`src/rtl/muldiv_ctrl_pkg.sv`:
```
// Shared encodings for the multiply/divide sequencing controller:
// request opcodes, controller states and the default watchdog limit.
package muldiv_ctrl_pkg;

    localparam logic [1:0] OP_MULT = 2'd0;
    localparam logic [1:0] OP_DIV  = 2'd1;
    localparam logic [1:0] OP_MTHI = 2'd2;
    localparam logic [1:0] OP_MTLO = 2'd3;

    typedef enum logic [2:0] {
        ST_IDLE   = 3'd0,
        ST_LAUNCH = 3'd1,
        ST_WAIT   = 3'd2,
        ST_COMMIT = 3'd3,
        ST_EXC    = 3'd4
    } state_t;

    localparam int TIMEOUT_DEFAULT = 64;

endpackage

```
`src/rtl/muldiv_ctrl.sv`:
```
// Sequencer for the iterative multiply/divide units; owns HI/LO and stalls the
// control unit through Busy. Optional WAIT watchdog: define MULDIV_TIMEOUT_EN.
module muldiv_ctrl
    import muldiv_ctrl_pkg::*;
#(
    parameter int TIMEOUT_CYCLES = TIMEOUT_DEFAULT
) (
    input  logic        Clock,
    input  logic        Reset,
    input  logic        OpValid,
    input  logic [1:0]  OpCode,
    input  logic [31:0] OpA,
    input  logic [31:0] OpB,
    output logic        MultStart,
    output logic        DivStart,
    output logic [31:0] UnitA,
    output logic [31:0] UnitB,
    input  logic        MultStop,
    input  logic        DivStop,
    input  logic [31:0] MultHI,
    input  logic [31:0] MultLO,
    input  logic [31:0] DivHI,
    input  logic [31:0] DivLO,
    input  logic        DivZero,
    output logic [31:0] HI,
    output logic [31:0] LO,
    output logic        Busy,
    output logic        Done,
    output logic        DivZeroExc,
    output logic        Timeout
);

    // The watchdog counter is 8 bits wide, so the limit must fit in it.
    generate
        if (TIMEOUT_CYCLES < 1 || TIMEOUT_CYCLES > 256) begin : g_bad_timeout
            $error("muldiv_ctrl: TIMEOUT_CYCLES must be in 1..256");
        end
    endgenerate

    state_t state_r;
    logic   sel_div_r;

`ifdef MULDIV_TIMEOUT_EN
    logic [7:0] wd_cnt_r;
`else
    assign Timeout = 1'b0;
`endif

    // Controller FSM with registered pulses, operand latches and HI/LO.
    always_ff @(posedge Clock or posedge Reset) begin
        if (Reset) begin
            state_r    <= ST_IDLE;
            sel_div_r  <= 1'b0;
            UnitA      <= 32'd0;
            UnitB      <= 32'd0;
            HI         <= 32'd0;
            LO         <= 32'd0;
            MultStart  <= 1'b0;
            DivStart   <= 1'b0;
            Busy       <= 1'b0;
            Done       <= 1'b0;
            DivZeroExc <= 1'b0;
`ifdef MULDIV_TIMEOUT_EN
            wd_cnt_r   <= 8'd0;
            Timeout    <= 1'b0;
`endif
        end else begin
            MultStart  <= 1'b0;
            DivStart   <= 1'b0;
            Done       <= 1'b0;
            DivZeroExc <= 1'b0;
`ifdef MULDIV_TIMEOUT_EN
            Timeout    <= 1'b0;
`endif
            case (state_r)
                ST_IDLE: begin
                    if (OpValid) begin
                        case (OpCode)
                            OP_MTHI: HI <= OpA;
                            OP_MTLO: LO <= OpA;
                            OP_MULT, OP_DIV: begin
                                // A zero divisor never reaches the unit.
                                if (OpCode == OP_DIV && OpB == 32'd0) begin
                                    state_r    <= ST_EXC;
                                    Busy       <= 1'b1;
                                    DivZeroExc <= 1'b1;
                                end else begin
                                    UnitA     <= OpA;
                                    UnitB     <= OpB;
                                    sel_div_r <= (OpCode == OP_DIV);
                                    MultStart <= (OpCode == OP_MULT);
                                    DivStart  <= (OpCode == OP_DIV);
                                    Busy      <= 1'b1;
                                    state_r   <= ST_LAUNCH;
                                end
                            end
                            default: state_r <= ST_IDLE;
                        endcase
                    end
                end
                ST_LAUNCH: begin
                    state_r <= ST_WAIT;
`ifdef MULDIV_TIMEOUT_EN
                    wd_cnt_r <= 8'd0;
`endif
                end
                ST_WAIT: begin
                    if (sel_div_r && DivZero) begin
                        state_r    <= ST_EXC;
                        DivZeroExc <= 1'b1;
                    end else if (sel_div_r ? DivStop : MultStop) begin
                        HI      <= sel_div_r ? DivHI : MultHI;
                        LO      <= sel_div_r ? DivLO : MultLO;
                        Done    <= 1'b1;
                        state_r <= ST_COMMIT;
                    end
`ifdef MULDIV_TIMEOUT_EN
                    else if (wd_cnt_r == 8'(TIMEOUT_CYCLES - 1)) begin
                        Timeout <= 1'b1;
                        Busy    <= 1'b0;
                        state_r <= ST_IDLE;
                    end else begin
                        wd_cnt_r <= wd_cnt_r + 8'd1;
                    end
`else
                    else begin
                        state_r <= ST_WAIT;
                    end
`endif
                end
                ST_COMMIT, ST_EXC: begin
                    Busy    <= 1'b0;
                    state_r <= ST_IDLE;
                end
                default: begin
                    Busy    <= 1'b0;
                    state_r <= ST_IDLE;
                end
            endcase
        end
    end

endmodule

```
`config.mk`:
```
export PLATFORM = sky130hd
export DESIGN_NAME = muldiv_ctrl
export DESIGN_NICKNAME = d
export VERILOG_FILES = /design/src/rtl/muldiv_ctrl_pkg.sv /design/src/rtl/muldiv_ctrl.sv
export SDC_FILE = /design/constraint.sdc
export NUM_CORES = 1
export LEC_CHECK = 0
export ABC_AREA = 1
export BUFFER_PORTS_ARGS = -buffer_cell sky130_fd_sc_hd__buf_2
export CELL_PAD_IN_SITES_DETAIL_PLACEMENT = 0
export CELL_PAD_IN_SITES_GLOBAL_PLACEMENT = 1
export CORE_MARGIN = 1
export CORE_UTILIZATION = 35
export DETAILED_ROUTE_END_ITERATION = 16
export PLACE_DENSITY_LB_ADDON = 0.1
export SLEW_MARGIN = 30
export SYNTH_ARGS = -nofsm -noshare
export SYNTH_HDL_FRONTEND = slang
export SYNTH_SLANG_ARGS = --single-unit
```
`constraint.sdc`:
```
create_clock -name Clock -period 7.2 [get_ports Clock]
set_clock_uncertainty 0.05 [all_clocks]
set_input_delay 0.72 -clock Clock [delete_from_list [all_inputs] [get_ports Clock]]
set_output_delay 0.72 -clock Clock [all_outputs]
set_load 0.005 [all_outputs]
```
Word level (Yosys, flattened, before mapping). Cells that the tools add are included. W data, S select, Z words.

RAM bits: 0. Register bits: 137. Output and inout port bits: 134. Bits in latches: 0. Input port bits: 200. Memories kept: 0. Logic and storage cells: 75. Bits in read-only memories: 0.

Order comparisons: 0. Multiplexer cells: 38. Multipliers: 0. Reduce and logical (&&, ||, !) cells: 13. Bitwise gates (word level): 2. Equality and inequality tests: 11. Shifts and indexed selects: 0. $add $sub $neg: 0. Div/mod/pow operators: 0.

Operators with widths (number): $mux W32 (10); $pmux W32 S2 (2); $logic_not A32 Y1 (1); $mux W1 (19); $mux W3 (4); $reduce_and A5 Y1 (2); $pmux W3 S3 (1); $ne A2 B1 Y1 const B (3); $ne A2 B2 Y1 const B (3); $eq A2 B2 Y1 const B (2); $pmux W1 S2 (2); $reduce_and A4 Y1 (1); $reduce_or A2 Y1 (2); $eq A3 B1 Y1 const B (1); $eq A3 B2 Y1 const B (1); $logic_not A3 Y1 (1); $reduce_and A3 Y1 (1); $eq A2 B1 Y1 const B (1); $logic_and A1 B1 Y1 (2); $logic_not A2 Y1 (1); $not A1 Y1 (2); $reduce_and A2 Y1 (1); $reduce_bool A2 Y1 (1).

Longest topological paths before layout.
Depth in word-level cells: 6. Gate-level depth with buffers: 11. Gate-level depth less buffers: 9.

Least setup slack after synthesis. Ideal clock, no wire load.

Path type: input -> register. From: in OpB[31]. To: reg UnitA[20]. Stages: 10. Data required time: 7.034 ns. Library setup time: 0.116 ns. Arrival: 1.641 ns. Path slack: 5.393 ns. Path buffers: 2. Cell sequence: nor2_1 > nand2_1 > nor2_1 > nand2_1 > nor2_1 > nand2_1 > buf_2 > buf_2 > nand3_1 > nand2_1.

Longest elaborated chain between the ends: 4.

Ends and longest elaborated chain: start: declaration (RTL line muldiv_ctrl.sv:13) `input logic [31:0] OpB,`; $logic_not A32 Y1 (RTL line muldiv_ctrl.sv:83) `if (OpCode == OP_DIV && OpB == 32'd0) begin`; $logic_and A1 B1 Y1 (RTL line muldiv_ctrl.sv:83); $not A1 Y1 (no source line); $reduce_and A4 Y1 (no source line); end signal: assignment (RTL line muldiv_ctrl.sv:88) `UnitA <= OpA;`; end: declaration (RTL line muldiv_ctrl.sv:16) `output logic [31:0] UnitA,`.

Every way passes these cells. A chain may end at the register's enable or synchronous reset.

Worst setup path after layout.
From: reg sel_div_r. To: reg LO[12].

Longest elaborated chain between the ends: 4. Elaborated cells on any way between the ends: 9. Classes of those cells: eq/ne: 2; mux: 5; reduce/logical: 2.

Ends and longest elaborated chain: start: declaration (RTL line muldiv_ctrl.sv:41) `logic sel_div_r;`; start signal: assignment (RTL line muldiv_ctrl.sv:90) `sel_div_r <= (OpCode == OP_DIV);`; $mux W32 (RTL line muldiv_ctrl.sv:113) `LO <= sel_div_r ? DivLO : MultLO;`; $mux W32 (RTL line muldiv_ctrl.sv:111) `end else if (sel_div_r ? DivStop : MultStop) begin`; $mux W32 (RTL line muldiv_ctrl.sv:108) `if (sel_div_r && DivZero) begin`; $pmux W32 S2 (RTL line muldiv_ctrl.sv:75) `case (state_r)`; end signal: assignment (RTL line muldiv_ctrl.sv:80) `OP_MTLO: LO <= OpA;`; end signal: assignment (RTL line muldiv_ctrl.sv:113); end: declaration (RTL line muldiv_ctrl.sv:26) `output logic [31:0] LO,`.

Several ways; a longest one is shown, not always the timed one. The select of a mux whose other input is x is not followed.

==> flow_metrics.tcl <==
set metrics [dict create \
    yosysWarnings 0 \
    firstDrtPassIters 4 \
    final.period_utilization_pct 34.7 \
    fmax_ghz 0.400 \
    r2r_start "sel_div_r" \
    power.leakage_nw 5.64 \
    worst_pin_slew_ns 0.808 \
    p_per_area_nw_per_um2 412 \
    via_per_inst 4.61 \
    core_area_um2 20300 \
    die_w_um 146 \
    start_util_pct 35.8 \
    yosysUniqueCellTypes 23 \
    worstSkewPairLatency_ns 0.41 \
    wl_met2_um 11900 \
    final_nets 1511 \
    die_area_um2 21300 \
    worstPathArrival_ns 2.80 \
    rsz0062_at_grt "false" \
    wl_met3_um 1580 \
    setup_viol 0 \
    pre_cts_ws_ns 4.30 \
    grt_pass1_wl_um 39300 \
    cts_buffers 17 \
    crit_path_top_delay_cell "buf_4" \
    wl_met1_um 11200 \
    grt_antenna_before_repair 5 \
    synth_area_leaders "dfrtp_1 (47%), nand2_1 (28%), nand3_1 (9.0%), o21ai_0 (4.1%), buf_2 (2.4%)" \
    via_count 7374 \
    row_count 52 \
    rrSetupSlack_ns 4.70 \
    syn_nets 1219 \
    mostFrequentLayoutCells "nand2_1 (534), buf_2 (332), dfrtp_1 (136)" \
    multi_input_area_um2 3240 \
    drive_gt1_share_pct 29.4 \
    cts_resized 0 \
    gp_congestion 0.759 \
    fin_crit_ns 2.50 \
    path_max_fanout 67 \
    root_buffer "clkbuf_16" \
    worst_path_largest_cell_delay_ns 0.57 \
    yosysSeqAreaShare_pct 47.2 \
    final_common_cell "nand2_1" \
    dpl.hpwl_um 17300 \
    place.port_buffers 332 \
    timing.final.ws_setup_ns 4.70 \
    yosysTopAreaCellShare_pct 47.2 \
    postCtsSetupBuffers 0 \
    avgRoutedWirePerCell_um 15.8 \
    cts_tree "yes" \
    dpl.cell_count 1561 \
    grt_max_degree 131 \
    slew_headroom_pct 46.2 \
    fin_tns_setup_ns 0 \
    syn2layout_area_growth_pct 32.1 \
    avgSynthCellArea_um2 7.13 \
    r2r_end "LO[12]" \
    first_global_vias 7119 \
    clkSinkCount 137 \
    drc 0 \
    nFillCells 2184 \
    crit_required_ns 7.50 \
    final-seq-area_um2 3430 \
    post-synth-top-area-cell "dfrtp_1" \
    gr-total-overflow 0 \
    hold_viol_final 0 \
    cts_max_path_buffers 2 \
    maxUsedRoutingLayer "met4" \
    drv_cap 0 \
    stdcell_count 1599 \
    drt_iter0_drc 340 \
    r2r.worst_path.cells 8 \
    worstPathCellList "buf_4, nand2_1, nand3_4, o21ai_4, buf_16, nand2_4, nand2_1, nand2_1" \
    path_class "reg -> reg" \
    start_kind "register" \
    htree_levels 4 \
    io_pins 334 \
    ant_nets 0 \
    clkTransAtPathRegs_ns 0.06 \
    grt_use_total_pct 23.7 \
    worstHoldPathType "in -> async" \
    cts_hold_buf 0 \
    wirelength_um 25300 \
    synth_seq_cells 137 \
    finalMaxSlewViolations 0 \
    irDropWorstVdd_mv 0.197 \
    hold_ws_ns 0.341 \
    p_total_mw 3.95 \
    netlist_area_um2 7270 \
    die_h_um 146 \
    syn_inst 1019 \
    outcome "finished, final reports clean" \
    endpoint_kind "register" \
    path_common_cell "nand2_1" \
]
critical path, delay by kind of cell (launching register included):
kind,cells,cell delay (ns)
and+or+nand+nor,5,1.02
buffers and inverters,2,0.78
DFF,1,0.38
AOI/OAI and AO/OA,1,0.16
power breakdown:
group | internal, mW | switching, mW | total, mW
combinational | 0.624 | 1.07 | 1.69
sequential | 1.12 | 0.188 | 1.31
clock | 0.599 | 0.350 | 0.949
total | 2.34 | 1.61 | 3.95
per-stage QoR:
stage | cell area, µm² | util [%]
after floorplan | 7270 | -
after global placement | 8890 | 43.8
after detailed placement | 8920 | 44.0
after CTS | 9550 | 47.1
after global routing | 9590 | 47.3
final | 9600 | 47.3
synth_stat cells:
cell and instances:
nor3b_1 1, nand2_4 2, or2_4 1, clkbuf_1 6
buf_4 19, buf_2 35, nor2_1 24, nand2_1 536
dfrtp_1 137, conb_1 1, a21oi_1 1, nor2_8 1
o21ai_0 60, inv_2 2, o31ai_1 2, nand3_1 131
nand3_4 1, nor2_4 1, nand2_2 2, inv_1 40
o21ai_4 2, o21ai_1 5, buf_6 9
metal layers:
metal | vias to the layer above | global-route usage, %
li1 | 3772 | -
met3 | 35 | 5.78
met5 | - | 0
met1 | 3330 | 30.1
met4 | 0 | 9.32
met2 | 237 | 38.8
final cells by class:
| cell class | instances | area share (%) |
|---|---|---|
| antenna | 5 | 0.130 |
| inverter | 42 | 1.75 |
| clock inverter | 11 | 1.76 |
| clock buffer | 21 | 4.80 |
| multi-input combinational | 771 | 33.8 |
| tap | 270 | 3.52 |
| timing repair buffer | 342 | 18.5 |
| sequential | 137 | 35.7 |
worst max-delay path by stage:
| stage | from | to | slack [ns] | cells past startpoint |
|---|---|---|---|---|
| after floorplan | Reset | Busy | 2.76 | 1 |
| after global placement | sel_div_r | HI[4] | 4.24 | 8 |
| after detailed placement | OpB[29] | UnitB[4] | 4.30 | 11 |
| after CTS | sel_div_r | LO[25] | 4.46 | 8 |
| after global routing | sel_div_r | LO[7] | 4.45 | 8 |
| final | sel_div_r | LO[12] | 4.70 | 8 |
registers in the layout, summed over array words and instances (netlist names), 3 cells and up:
signal,count
UnitB,32
UnitA,32
state_r,3
LO,32
HI,32
cells by family (layout without fill, tap and decap cells):
kind of cell           count (synthesis)  in the layout  share of synthesized area (%)
buffers and inverters                111            416                           8.25
AND/OR/NAND/NOR                      700            700                           39.3
AO/OA/AOI/OAI                         70             70                           5.20
other                                  1              6                         0.0516
flip-flops                           137            137                           47.2
No activity file was read; power rests on OpenSTA's default activity.
